### config.mk
export PLATFORM = sky130hd
export DESIGN_NAME = serial_add_ctrl
export DESIGN_NICKNAME = d
export VERILOG_FILES = /design/src/rtl/serial_add_pkg.sv /design/src/rtl/serial_add_ctrl.sv
export SDC_FILE = /design/constraint.sdc
export NUM_CORES = 1
export LEC_CHECK = 0
export CAP_MARGIN = 20
export CORE_AREA = 2 2 62 64
export DETAILED_ROUTE_END_ITERATION = 8
export DIE_AREA = 0 0 64 66
export DONT_BUFFER_PORTS = 1
export HOLD_SLACK_MARGIN = 0.1
export PLACE_DENSITY = 0.53
export SETUP_SLACK_MARGIN = 0.3
export SLEW_MARGIN = 30
export SYNTH_ARGS = -nofsm -noshare
export SYNTH_HDL_FRONTEND = slang
export SYNTH_SLANG_ARGS = --single-unit
### constraint.sdc
create_clock -name clk -period 2.6 [get_ports clk]
set_input_delay 0.52 -clock clk [delete_from_list [all_inputs] [get_ports clk]]
set_output_delay 0.52 -clock clk [all_outputs]
set_load 0.02 [all_outputs]
### src/rtl/serial_add_pkg.sv
// Shared types for the serial-adder control block: FSM state encoding and default width.
package serial_add_pkg;

  localparam int unsigned DEFAULT_WIDTH = 8;

  typedef enum logic [2:0] {
    IDLE    = 3'd0,
    LOAD    = 3'd1,
    SHIFT   = 3'd2,
    CAPTURE = 3'd3,
    DONE    = 3'd4
  } state_t;

  // Bit-counter width: clog2 of the shift count, never narrower than one bit.
  function automatic int unsigned cnt_width(input int unsigned w);
    return (w > 1) ? $clog2(w) : 1;
  endfunction

endpackage

### src/rtl/serial_add_ctrl.sv
// Sequences a bit-serial adder: latch operands, pulse a parallel load, shift WIDTH
// times, capture the parallel result and hold it until downstream takes it.
module serial_add_ctrl
  import serial_add_pkg::*;
#(
  parameter int unsigned WIDTH = DEFAULT_WIDTH
) (
  input  logic             clk,
  input  logic             rst,
  input  logic             in_valid,
  output logic             in_ready,
  input  logic [WIDTH-1:0] a_in,
  input  logic [WIDTH-1:0] b_in,
  output logic             pload,
  output logic             enable,
  output logic [WIDTH-1:0] adata,
  output logic [WIDTH-1:0] bdata,
  input  logic [WIDTH-1:0] pout,
  output logic             out_valid,
  input  logic             out_ready,
  output logic [WIDTH-1:0] sum_out,
  output logic             busy
);

  localparam int unsigned   CW   = cnt_width(WIDTH);
  localparam logic [CW-1:0] LAST = CW'(WIDTH - 1);

  state_t        state;
  state_t        state_next;
  logic [CW-1:0] cnt;
  logic [CW-1:0] cnt_next;
  logic          accept;

  // Next-state and counter decode.
  always_comb begin
    state_next = state;
    cnt_next   = cnt;
    accept     = 1'b0;
    case (state)
      IDLE: begin
        if (in_valid) begin
          accept     = 1'b1;
          state_next = LOAD;
        end
      end
      LOAD: begin
        cnt_next   = '0;
        state_next = SHIFT;
      end
      SHIFT: begin
        if (cnt == LAST) begin
          state_next = CAPTURE;
        end else begin
          cnt_next = cnt + CW'(1);
        end
      end
      CAPTURE: state_next = DONE;
      DONE: begin
        if (out_ready) begin
          state_next = IDLE;
        end
      end
      default: state_next = IDLE;
    endcase
  end

  // Outputs are registered from the next state so they align with the state they describe.
  always_ff @(posedge clk) begin
    if (!rst) begin
      state     <= IDLE;
      cnt       <= '0;
      adata     <= '0;
      bdata     <= '0;
      sum_out   <= '0;
      in_ready  <= 1'b1;
      pload     <= 1'b0;
      enable    <= 1'b0;
      out_valid <= 1'b0;
      busy      <= 1'b0;
    end else begin
      state <= state_next;
      cnt   <= cnt_next;
      if (accept) begin
        adata <= a_in;
        bdata <= b_in;
      end
      if (state == CAPTURE) begin
        sum_out <= pout;
      end
      in_ready  <= (state_next == IDLE);
      pload     <= (state_next == LOAD);
      enable    <= (state_next == SHIFT);
      out_valid <= (state_next == DONE);
      busy      <= (state_next != IDLE);
    end
  end

endmodule

==> results of run 1 <==
[power groups by stage]
stage	combinational, mW	sequential (mW)	clock, mW
after CTS	0.0757	0.619	0.272
final	0.0743	0.618	0.252
after floorplan	0.0845	0.619	0
after detailed placement	0.0754	0.631	0
after global placement	0.0732	0.630	0
after global routing	0.0876	0.622	0.293
[final cells by class]
| class | instances | area share |
|---|---|---|
| sequential | 35 | 0.493 |
| inverter | 1 | 0.00264 |
| multi-input combinational | 96 | 0.433 |
| clock buffer | 6 | 0.0290 |
| tap | 48 | 0.0423 |
[sequential cells by signal (all words and copies together), names as in the netlist]
signal,count
sum_out,8
pload,1
busy,1
state,3
out_valid,1
in_ready,1
cnt,3
enable,1
adata,8
bdata,8
[synthesized netlist by cell type (2+ instances only)]
| cell | number |
|---|---|
| ha_1 | 2 |
| dfxtp_1 | 35 |
| a21boi_0 | 8 |
| nor2b_1 | 9 |
| mux2i_1 | 9 |
| a32o_1 | 2 |
| nor2_1 | 5 |
| buf_2 | 3 |
| a21boi_1 | 10 |
| a21oi_1 | 2 |
| buf_6 | 3 |
| nand2_1 | 33 |
| clkbuf_1 | 3 |
| nand2b_1 | 4 |
[worst max-delay path: stages (launching register included)]
cell and delay [ns]:
dfxtp_1 0.57, nand3b_1 0.50, mux2i_1 0.31, nor2b_1 0.07
[kinds of logic (layout without fill, tap and decap cells)]
family / Yosys count / count (layout) / share of synthesized area
mux: 9 / 9 / 0.0649
fa+ha+maj: 2 / 2 / 0.0180
simple gates: 59 / 59 / 0.220
flops: 35 / 35 / 0.505
compound gates: 26 / 26 / 0.141
buf+inv: 11 / 7 / 0.0514
[routing by layer]
metal / vias up / share of wire / global-route usage
met4: 0 / 0.0094 / 0.0652
met2: 46 / 0.46 / 0.219
met1: 424 / 0.39 / 0.139
met3: 2 / 0.13 / 0.0903
li1: 468 / - / -
met5: - / 0 / 0
[worst paths after layout]
kind	slack [ns]	depth (start not counted)	end	from
max	1.05	3	sum_out[5]	state[1]
min	0.29	1	in_ready	rst
max reg2reg	1.05	3	sum_out[5]	state[1]
min reg2reg	0.51	1	cnt[1]	cnt[1]
[placed cells by master, fill, tap and decap left out]
master and count:
nor2b_1 9, clkbuf_1 1, ha_1 2, a31o_2 1
a21boi_1 10, a21oi_1 2, and3_1 1, a2bb2oi_1 1
nor4b_4 1, and4b_1 1, or4b_4 1, nand2_1 33
nor4_1 1, nor4b_1 1, nand3b_1 1, dfxtp_1 35
clkbuf_4 5, nand2b_1 4, o21ai_0 1, nor3_1 1
inv_1 1, nor2_1 5, o21a_1 1, mux2i_1 9
a32o_1 2, a21boi_0 8
==> metrics.md, run 1 <==
| Metric | Value |
|---|---|
| Post_cts resized | `0` |
| Leak Pwr | `0.582 nW` |
| Initial Util | `0.391` |
| Post-synth ARST share | `0` |
| H-Tree Depth | `2` |
| Hold Crit Class | `primary input to flop` |
| Vias per inst | `5.05` |
| Fill cells | `356` |
| Core area | `0.00355 sq mm` |
| Area leader, netlist | `dfxtp_1` |
| Synth Register Bits | `35` |
| Std-Cell Rows | `22` |
| Die width | `64 um` |
| Post-Layout Cell Count | `186` |
| Root Driver | `clkbuf_4` |
| Total clock sinks | `35` |
| Iteration-0 DRC Markers | `21` |
| Fin nets | `169` |
| Die Area | `0.00422 sq mm` |
| Register area | `701 sq um` |
| Largest cells by area after synthesis | `dfxtp_1 50%, nand2_1 8.9%, mux2i_1 6.5%` |
| Post-synth EDFFs | `0` |
| WL/cell | `13.7 um` |
| Syn nets | `172` |
| Worst Skew | `0.00203 ns` |
| RSZ-0062 raised after global routing | `false` |
| Yosys warning total | `0` |
| Int Pwr | `0.697 mW` |
| Via count of the routed design | `940` |
| I/O pin cnt | `57` |
| Syn avg cell area | `9.77 sq um` |
| Final ANT Viol Nets | `0` |
| Hold Buf Count CTS | `0` |
| Main synth FF type | `dfxtp_1` |
| Area growth, synth to finish | `2.43%` |
| Sequential-to-total area share from yosys stat | `0.505` |
| Slew headroom | `0.470` |
| Comb power frac | `0.079` |
| Clock latency on the worst-skew pair | `0.32 ns` |
| Setup TNS | `0 ns` |
| DP Worst Slack | `1.06 ns` |
| Crit Path Max Fanout | `10` |
| P_sw | `0.248 mW` |
| TritonCTS clock tree | `yes` |
| Final hold slack | `0.294 ns` |
| Setup violations, final | `0` |
| Finished Cell Area | `0.00142 sq mm` |
| WP data required | `2.82 ns` |
| Cell count after synthesis | `142` |
| Worst-Margin Slew | `0.791 ns` |
| Startpoint types | `flop` |
| DR pass1 iterations | `4` |
| Postcts setup bufs | `0` |
| DP HPWL | `1770 um` |
| Clock Tree Buf Depth | `2` |
| Critical Path Sink Type | `flop` |
| Fin. max-slew vios | `0` |
| Vias in the first global route | `949` |
| Fin util | `0.400` |
| Hold Fails Final Rpt | `0` |
| Multi-input logic area | `616 sq um` |
| Unique cell type count in the Yosys netlist | `28` |
| Synthesized cell area | `0.00139 sq mm` |
| FMAX | `644 MHz` |
| Status | `finished, final reports clean` |
| Share of cells above drive strength 1 | `0.0580` |
| Final worst setup slack | `1.05 ns` |
| Placed Area | `0.00138 sq mm` |
| Total grt overflow | `0` |
| Routed Wire Length | `2540 um` |
| Die Height | `66 um` |
| Power consumption | `0.944 mW` |
| Clock slew at reported path FFs | `0.09 ns` |
| Diodes inserted | `0` |
| Clock Power Share | `0.267` |
| Peak VDD IR | `0.284 mV` |
| Sw Share | `0.262` |
| TritonCTS Buffers | `5` |
| Largest net degree at the start of global routing | `36` |
| Power Dens Cells | `664 mW/mm^2` |
| Minimum clock period | `1.55 ns` |
| Routability cong. | `0.642` |
| Post-synth top area share | `0.505` |
| Inst Count DP | `180` |
| DRC violations left | `0` |
| WS Path Type | `flop to flop` |
| Share of power burned in registers | `0.654` |
| Max-cap violations | `0` |
| First-pass GRT wire length | `4330 um` |
| Critical Path AT | `1.77 ns` |
| Ratio of final minimum period to clock period | `0.597` |
| Global-route usage over all layers | `0.137` |
| Initial antenna violation count | `0` |
| Port bufs | `0` |
No activity file was read; power rests on OpenSTA's default activity.
==> run 2, diff against run 1 <==
- PLACE_DENSITY: 0.53 -> 0.55
- clock period: 2.6 -> 1.35 ns (I/O delays scaled with it)
==> run 2 against run 1 <==
  * Largest power group unchanged
  * Highest routed layer unchanged
  * Clock-buffer cell count decreased by 1
  * Flip-flop and latch count stayed put
  * Cell count increased by 16%
  * Wire length grew 18%
  * Clock skew grew 0.0030 ns
  * Global-route usage increased by 0.55 points
  * Largest cell class unchanged
  * Sequential power up 93%
==> metrics.md, run 2 (synthesized netlist as in run 1, its figures left out) <==
| Metric | Value |
|---|---|
| Status | `finished, final reports clean` |
| I/O pin cnt | `57` |
| Inst Count DP | `186` |
| Diodes inserted | `0` |
| Worst path cell trace | `or4b_4 > nand2_2 > a21boi_1` |
| Leak Pwr | `0.776 nW` |
| Initial Util | `0.391` |
| Clock slew at reported path FFs | `0.11 ns` |
| Crit-path slowest cell | `or4b_4` |
| Fin nets | `196` |
| Minimum clock period | `1.26 ns` |
| Peak VDD IR | `0.545 mV` |
| GR Util met3 | `0.0630` |
| Worst-Margin Slew | `0.278 ns` |
| Via count of the routed design | `1,060` |
| H-Tree Depth | `2` |
| TritonCTS Buffers | `5` |
| Power consumption | `2.39 mW` |
| Port bufs | `0` |
| Core area | `0.00355 sq mm` |
| WS Path Type | `flop to flop` |
| DP HPWL | `1840 um` |
| Grt peak-use layer | `met2` |
| Hold Crit Class | `primary input to flop` |
| RSZ-0062 raised after global routing | `true` |
| Finished Cell Area | `0.00195 sq mm` |
| FMAX | `794 MHz` |
| Global-route usage over all layers | `0.143` |
| Fill cells | `287` |
| Sw Share | `0.241` |
| Root Driver | `clkbuf_4` |
| Ratio of final minimum period to clock period | `0.933` |
| Crit-path leading delay family | `simple AND/OR/NAND/NOR gates` |
| Die Height | `66 um` |
| Top flop regs | `adata x8, bdata x8, sum_out x8` |
| Most common cell after layout, fill and taps aside | `nand2_1` |
| Int Pwr | `1.82 mW` |
| Critical Path AT | `1.50 ns` |
| Die width | `64 um` |
| GR Layer Usage met2 | `0.241` |
| Die Area | `0.00422 sq mm` |
| Hold Fails Final Rpt | `0` |
| Iteration-0 DRC Markers | `29` |
| Share of cells above drive strength 1 | `0.437` |
| Slew headroom | `0.811` |
| DR pass1 iterations | `4` |
| Initial antenna violation count | `0` |
| Grt met1 use | `0.150` |
| DRC violations left | `0` |
| Share of power burned in registers | `0.496` |
| WL/cell | `14.0 um` |
| Hold Buf Count CTS | `16` |
| Vias per inst | `4.93` |
| Slowest cell delay on critical path | `0.62 ns` |
| TritonCTS clock tree | `yes` |
| Total grt overflow | `0` |
| Clock Power Share | `0.389` |
| Clock latency on the worst-skew pair | `0.34 ns` |
| Fin. max-slew vios | `0` |
| Comb power frac | `0.115` |
| P_sw | `0.575 mW` |
| Crit Path Max Fanout | `8` |
| Final ANT Viol Nets | `0` |
| Std-Cell Rows | `22` |
| Largest net degree at the start of global routing | `36` |
| Crit path buf inv count | `0` |
| Area growth, synth to finish | `40.6%` |
| WP data required | `1.59 ns` |
| DP Worst Slack | `0.0247 ns` |
| Clock Tree Buf Depth | `2` |
| Vias in the first global route | `988` |
| Critical Path Sink Type | `flop` |
| Routed Wire Length | `3000 um` |
| Setup violations, final | `0` |
| First-pass GRT wire length | `4490 um` |
| Post-Layout Cell Count | `215` |
| Total clock sinks | `35` |
| Routability cong. | `0.809` |
| Worst Skew | `0.00506 ns` |
| Placed Area | `0.00150 sq mm` |
| Startpoint types | `flop` |
| Power Dens Cells | `1230 mW/mm^2` |
| Most frequent cells in the layout | `26 x nand2_1, 23 x dfxtp_2, 17 x a21boi_1, 16 x dlygate4sd3_1, 11 x dfxtp_4` |
| Max-cap violations | `0` |
| Final worst setup slack | `0.0911 ns` |
==> run 2: cell count changes in the layout (fill, tap and decap cells not counted), sizes merged <==
| cell | change |
|---|---|
| bufinv | +2 |
| buf | +10 |
| clkinvlp | +1 |
| dlygate4sd3 | +16 |
| clkbuf | -1 |
| or4b | +1 |
==> run 2: layer usage <==
layer	wire length, um	part of all wire	vias up
li1	-	-	526
met1	1160	0.39	476
met2	1510	0.50	50
met3	255	0.085	8
met4	74	0.025	0
met5	0	0	-
==> run 2: timing repair <==
action                     CTS  global route
gates resized for setup     32            30
setup endpoints to repair   62            54
pin swaps                   10             5
cloned                       1             0
hold endpoints to repair    35            33
buffers inserted             2             2
==> run 2: final timing paths <==
check            from  endpoint  slack (ns)  cells after the start
min reg2reg  adata[5]  adata[5]        0.52                      2
max          state[1]  bdata[5]        0.09                      3
min               rst  in_ready        0.02                      1
max reg2reg  state[1]  bdata[5]        0.09                      3
==> run 2: cell type report <==
| type | count | area, sq um | share of cell area |
|---|---|---|---|
| multi-input cells | 97 | 747 | 0.383 |
| repair buffers | 26 | 264 | 0.135 |
| clock buffers | 5 | 37.5 | 0.0192 |
| inverters | 1 | 3.75 | 0.00192 |
| flip-flops and latches | 35 | 771 | 0.395 |
| well taps | 48 | 60.1 | 0.0308 |
| clock inverters | 3 | 67.6 | 0.0346 |
==> run 2: power by group through the flow <==
| stage | logic (mW) | registers (mW) | clock network (mW) |
|---|---|---|---|
| after floorplan | 0.175 | 1.19 | 0 |
| after global placement | 0.178 | 1.21 | 0 |
| after detailed placement | 0.186 | 1.21 | 0 |
| after CTS | 0.243 | 1.19 | 0.970 |
| after global routing | 0.302 | 1.19 | 1.01 |
| final | 0.274 | 1.19 | 0.929 |
==> run 2: worst reg2reg max path: stages, from the launching register on <==
cell      delay (ns)
dfxtp_4         0.37
or4b_4          0.62
nand2_2         0.10
a21boi_1        0.06
==> run 2: through the flow <==
step                hold WS [ns]  TNS (ns)  utilization
floorplan                  0.409    -0.649            -
global placement           0.369         0        0.421
detailed placement         0.368         0        0.421
CTS                      0.00104         0        0.518
global route              0.0123         0        0.549
finish                    0.0199         0        0.549
